File: src/rtl/cmd_capture_fifo.sv
// cmd_capture_fifo
// -----------------------------------------------------------------------------
// Captures command words strobed in from the Pico data bus handshake and
// buffers them in a first-word-fall-through circular FIFO for the filter core.
//
// Parameters:
//   DATA_WIDTH      width of each captured word
//   DEPTH           number of entries (power of two, >= 2)
//
// Ports:
//   clk             system clock, rising edge
//   reset_n         asynchronous active-low reset (pointers, count, overflow)
//   data_in         word to capture
//   new_data_pulse  capture strobe, one word per high cycle
//   out_data        oldest stored word (valid while out_valid=1)
//   out_valid       FIFO not empty
//   out_ready       consumer accepts out_data this cycle
//   full / empty    occupancy flags derived from the registered count
//   count           number of stored words
//   overflow        sticky: a word was dropped because the FIFO was full
//   clear_overflow  synchronous clear of overflow (a same-cycle drop wins)
//   drop_count      (only with CMD_CAPTURE_DROP_CNT_EN) saturating count of
//                   dropped words, cleared together with overflow
//
// Optional feature macro: CMD_CAPTURE_DROP_CNT_EN
// -----------------------------------------------------------------------------
module cmd_capture_fifo #(
   parameter int DATA_WIDTH = 4,
   parameter int DEPTH      = 4
) (
   input  logic                    clk,
   input  logic                    reset_n,
   input  logic [DATA_WIDTH-1:0]   data_in,
   input  logic                    new_data_pulse,
   output logic [DATA_WIDTH-1:0]   out_data,
   output logic                    out_valid,
   input  logic                    out_ready,
   output logic                    full,
   output logic                    empty,
   output logic [$clog2(DEPTH):0]  count,
   output logic                    overflow,
   input  logic                    clear_overflow
`ifdef CMD_CAPTURE_DROP_CNT_EN
   ,
   output logic [7:0]              drop_count
`endif
);

   localparam int PTR_W = $clog2(DEPTH);
   localparam int CNT_W = PTR_W + 1;

   logic [DATA_WIDTH-1:0] mem_r [DEPTH];
   logic [PTR_W-1:0]      wr_ptr_r;
   logic [PTR_W-1:0]      rd_ptr_r;
   logic [CNT_W-1:0]      count_r;
   logic                  overflow_r;
   logic                  full_s;
   logic                  empty_s;
   logic                  push_s;
   logic                  pop_s;
   logic                  drop_s;

   // Pointer advance with explicit wrap from DEPTH-1 back to 0.
   function automatic logic [PTR_W-1:0] next_ptr(input logic [PTR_W-1:0] ptr);
      if (ptr == PTR_W'(DEPTH - 1)) begin
         return '0;
      end else begin
         return ptr + PTR_W'(1);
      end
   endfunction

   // Occupancy flags and push/pop/drop decisions; a pop frees the slot that a
   // push into a full FIFO needs, so that push is accepted.
   always_comb begin
      empty_s = (count_r == CNT_W'(0));
      full_s  = (count_r == CNT_W'(DEPTH));
      pop_s   = !empty_s && out_ready;
      push_s  = new_data_pulse && (!full_s || pop_s);
      drop_s  = new_data_pulse && full_s && !pop_s;
   end

   // Storage array: written on push only, deliberately not reset.
   always_ff @(posedge clk) begin
      if (push_s) begin
         mem_r[wr_ptr_r] <= data_in;
      end
   end

   // Read/write pointers and occupancy count.
   always_ff @(posedge clk or negedge reset_n) begin
      if (!reset_n) begin
         wr_ptr_r <= '0;
         rd_ptr_r <= '0;
         count_r  <= '0;
      end else begin
         if (push_s) begin
            wr_ptr_r <= next_ptr(wr_ptr_r);
         end
         if (pop_s) begin
            rd_ptr_r <= next_ptr(rd_ptr_r);
         end
         case ({push_s, pop_s})
            2'b10:   count_r <= count_r + CNT_W'(1);
            2'b01:   count_r <= count_r - CNT_W'(1);
            default: count_r <= count_r;
         endcase
      end
   end

   // Sticky overflow flag; a drop in the clearing cycle keeps it set.
   always_ff @(posedge clk or negedge reset_n) begin
      if (!reset_n) begin
         overflow_r <= 1'b0;
      end else if (drop_s) begin
         overflow_r <= 1'b1;
      end else if (clear_overflow) begin
         overflow_r <= 1'b0;
      end
   end

`ifdef CMD_CAPTURE_DROP_CNT_EN
   logic [7:0] drop_count_r;

   // Saturating drop counter; a drop in the clearing cycle restarts it at 1.
   always_ff @(posedge clk or negedge reset_n) begin
      if (!reset_n) begin
         drop_count_r <= 8'd0;
      end else if (clear_overflow) begin
         drop_count_r <= drop_s ? 8'd1 : 8'd0;
      end else if (drop_s && (drop_count_r != 8'd255)) begin
         drop_count_r <= drop_count_r + 8'd1;
      end
   end

   assign drop_count = drop_count_r;
`endif

   assign out_data  = mem_r[rd_ptr_r];
   assign out_valid = !empty_s;
   assign empty     = empty_s;
   assign full      = full_s;
   assign count     = count_r;
   assign overflow  = overflow_r;

endmodule

File: config.mk
export PLATFORM = sky130hd
export DESIGN_NAME = cmd_capture_fifo
export DESIGN_NICKNAME = d
export VERILOG_FILES = /design/src/rtl/cmd_capture_fifo.sv
export SDC_FILE = /design/constraint.sdc
export NUM_CORES = 1
export LEC_CHECK = 0
export BUFFER_PORTS_ARGS = -buffer_cell sky130_fd_sc_hd__buf_2
export CORE_ASPECT_RATIO = 1.1
export CORE_MARGIN = 10
export CORE_UTILIZATION = 35
export DETAILED_ROUTE_END_ITERATION = 7
export GPL_TIMING_DRIVEN = 0
export PLACE_DENSITY = 0.56
export SLEW_MARGIN = 5
export SYNTH_ARGS = -nofsm -noshare
export SYNTH_HDL_FRONTEND = slang
export SYNTH_SLANG_ARGS = --single-unit
File: constraint.sdc
create_clock -name clk -period 2.1 [get_ports clk]
set_input_delay 0.105 -clock clk [delete_from_list [all_inputs] [get_ports clk]]
set_output_delay 0.105 -clock clk [all_outputs]
set_load 0.005 [all_outputs]
==> summary.md <==
| Metric | Value |
|---|---|
| TNS Setup | `0 ns` |
| Post-synthesis compound-gate area fraction | `0.05526` |
| Post-DP HPWL | `about 1500 um` |
| Final min period | `about 2.1 ns` |
| Number of diodes | `0` |
| Status | `complete, no violations` |
| Synth Area in Simple Gates | `0.08820` |
| Syn nets | `91` |
| Post-synth top area share | `0.4081` |
| Vias in the first global route | `around 730` |
| Final weighted congestion in routability-driven placement | `roughly 0.7` |
| Wire per inst | `14.53 um` |
| Register bit total from synthesis | `24` |
| CP Cell Sequence | `buf_6 -> o31a_1 -> or2b_1 -> fa_1 -> o21ba_4 -> o211ai_1 -> a22oi_1` |
| Post-synthesis mux area share | `0.1424` |
| Clock Tree Buf Depth | `2` |
| Worst IR drop on VDD | `about 0.74 mV` |
| Synth area leader | `edfxtp_1` |
| Yosys warns | `0` |
| H-Tree Depth | `1` |
| Hold path depth | `1` |
| WS Path Type | `reg2reg` |
| Worst Reg-to-Reg Cells | `7` |
| Worst Skew | `roughly 0.0014 ns` |
| Worst Setup End Kind | `flip-flop` |
| WL final | `between 2000 and 2500 um` |
| Slew headroom | `0.7260` |
| Worst Tran Pin Value | `roughly 0.41 ns` |
| Syn Std Cell Area | `1177 um2` |
| Layout fillers | `roughly 310` |
| Synthesized netlist cell count | `between 70 and 80` |
| First-pass GRT wire length | `3477 um` |
| Share of cells above drive strength 1 | `0.4352` |
| Pre-antenna DRT Iters | `3` |
| Leak | `between 0.6 and 0.7 nW` |
| Final Max Slew Viols | `0` |
| Worst-path fanout max | `5` |
| Top-count cell post-synth | `edfxtp_1` |
| Total Power | `around 1.9 mW` |
| Chip height | `slightly above 80 um` |
| I/O Pins | `20` |
| Asr flop ratio synth | `0.3333` |
| DIE AREA | `6087 um2` |
| Core Box Area | `roughly 3300 um2` |
| Num CTS Buffers | `3` |
| # nets final | `124` |
| Mean Syn Cell Area | `about 15 um2` |
| Final ANT Viol Nets | `0` |
| Adder-cell area share of the yosys netlist | `0.07014` |
| Hold EP | `mem_r[2][2]$_DFFE_PP_` |
| Grt ovf | `0` |
| Die Span X | `roughly 75 um` |
| Distinct cells, synth | `29` |
| Starting density of the core | `0.3594` |
| Pwr dens | `between 1000 and 1500 nW/um2` |
| EDFF count, synth | `16` |
| CP peak stage delay | `~0.44 ns` |
| XOR/XNOR Fraction of Synth Area | `0.02232` |
| Worst reg2reg setup slack | `about 0.037 ns` |
| Worst Path Arrival | `roughly 2.3 ns` |
| Vias | `between 600 and 700` |
| Unrepaired setup endpoints after global routing | `yes` |
| Slowest CP cell | `fa_1` |
| Root buffer cell | `clkbuf_4` |
| Row cnt | `22` |
| Worst R2R Start | `count[2]$_DFFE_PN0P_` |
| Gr usage total | `0.07361` |
| Worst skew pair latency | `~0.31 ns` |
| Largest net degree at the start of global routing | `15` |
| Vias per inst | `approximately 4.8` |
| Commonest cells post-synth | `edfxtp_1 (16), dfrtp_1 (8), inv_1 (7)` |
| Non-filler cells, final | `about 140` |
| Initial antenna violation count | `0` |
| PortBufs | `17` |
| Worst min-delay path category | `in2reg` |
| Total of max-cap violations | `0` |
| Dominant synthesized flop cell | `edfxtp_1` |
| Hold Vio Cnt, Final | `0` |
| CTS tree | `built` |
| Clock-pin slew of the registers on the worst-case setup and hold paths | `0.13 ns` |
| CP required | `2.33 ns` |
| DRT iter0 DRCs | `12` |
| Drc violations | `0` |
| CTS sink cnt | `24` |
| Worst hold start | `data_in[2]` |
| Reg-to-reg endpoint | `count[1]$_DFFE_PN0P_` |
| Dpl cells | `about 130` |
| Startpoint Class | `flip-flop` |
| Endpoints failing setup | `0` |
| Crit share post-route | `0.9823` |
| P&R area growth vs syn | `24.12%` |
| Fmax | `484.8 MHz` |
| Combinational family with the most area after synthesis | `multiplexers` |
| Seq/Total Area, Yosys | `0.5781` |
| Ranking of synthesized cells by area | `edfxtp_1 (41%), dfrtp_1 (17%), mux4_2 (7.7%), mux2_2 (5.7%), ha_1 (5.3%)` |
==> worst max-delay path by stage <==
stage,to,from,cells past startpoint,slack [ns]
after floorplan,count[1]$_DFFE_PN0P_,count[2]$_DFFE_PN0P_,7,0.14
after global placement,count[1]$_DFFE_PN0P_,count[2]$_DFFE_PN0P_,7,0.08
after detailed placement,count[1]$_DFFE_PN0P_,count[2]$_DFFE_PN0P_,7,0.04
after CTS,count[1]$_DFFE_PN0P_,count[0]$_DFFE_PN0P_,6,0.01
after global routing,count[1]$_DFFE_PN0P_,count[2]$_DFFE_PN0P_,7,-0.09
final,count[1]$_DFFE_PN0P_,count[2]$_DFFE_PN0P_,7,0.04
==> cell usage in the layout (no fill, tap or decap), drive strengths merged, types with 2 or more instances in the layout <==
cell and n:
buf 27, ha 5, edfxtp 16, dfrtp 8
and2 4, xor2 3, nor2 2, dlygate4sd3 4
inv 7, mux2 6, clkbuf 4, mux4 4
==> kinds of logic after synthesis <==
| logic type | Yosys count |
|---|---|
| AOI/OAI and AO/OA | 7 |
| xor gates and xnor gates | 3 |
| adders and majority gates | 6 |
| buffers and inverters | 11 |
| DFF | 24 |
| muxes | 11 |
| and+or+nand+nor | 14 |
==> stage by stage <==
step                hold WS (ns)  cell area (um2)  utilization  setup WS, ns
floorplan                -0.1906             1177            -        0.1351
global placement        -0.03521             1308       0.3992       0.07503
detailed placement      -0.03051             1308       0.3992       0.03916
CTS                     0.002260             1393       0.4251       0.01057
global route            0.009154             1461       0.4461      -0.08978
finish                   0.01268             1461       0.4461       0.03725
==> state kept, by name, indices dropped and copies added (netlist names) <==
| name | count |
|---|---|
| count | 3 |
| mem_r | 16 |
| overflow | 1 |
| wr_ptr_r | 2 |
| rd_ptr_r | 2 |
==> metal layers <==
layer	vias to the layer above	track usage	part of all wire
met5	-	0	0
met4	0	0.03903	0.015
met3	4	0.02317	0.037
met2	11	0.1157	0.52
met1	341	0.08753	0.43
li1	342	-	-
==> repair_timing <==
item / in CTS / in global routing
gates cloned: 0 / 0
endpoints found under the hold margin: 16 / 2
setup buffers: 0 / 7
resized for setup: 2 / 1
setup endpoints to repair: 1 / 2
hold buffers: 3 / 1
pin swaps: 1 / 3
==> area by class of cell <==
cell class | count | area (um2) | area share
multi-input combinational | 41 | 451.7 | 0.3091
inverter | 7 | 26.28 | 0.01798
buffer | 4 | 25.02 | 0.01712
timing repair buffer | 28 | 177.7 | 0.1216
clock inverter | 1 | 30.03 | 0.02055
tap | 36 | 45.04 | 0.03082
clock buffer | 3 | 22.52 | 0.01541
sequential | 24 | 683.2 | 0.4675
==> worst max-delay path: cells and delay by family (launching register included) <==
| kind | cells | cell delay [ns] |
|---|---|---|
| AOI/OAI and AO/OA | 4 | 0.83 |
| adders and majority gates | 1 | 0.44 |
| DFF | 1 | 0.41 |
| and+or+nand+nor | 1 | 0.19 |
| buffers and inverters | 1 | 0.13 |
==> power by group <==
group          total (mW)  leakage (nW)  switching, mW  internal [mW]
sequential          0.764         0.241          0.113          0.651
clock               0.327        0.0279          0.134          0.193
combinational       0.841         0.348          0.345          0.496
total                1.93         0.617          0.592           1.34
Note: power is estimated with default switching activity, not from simulation.
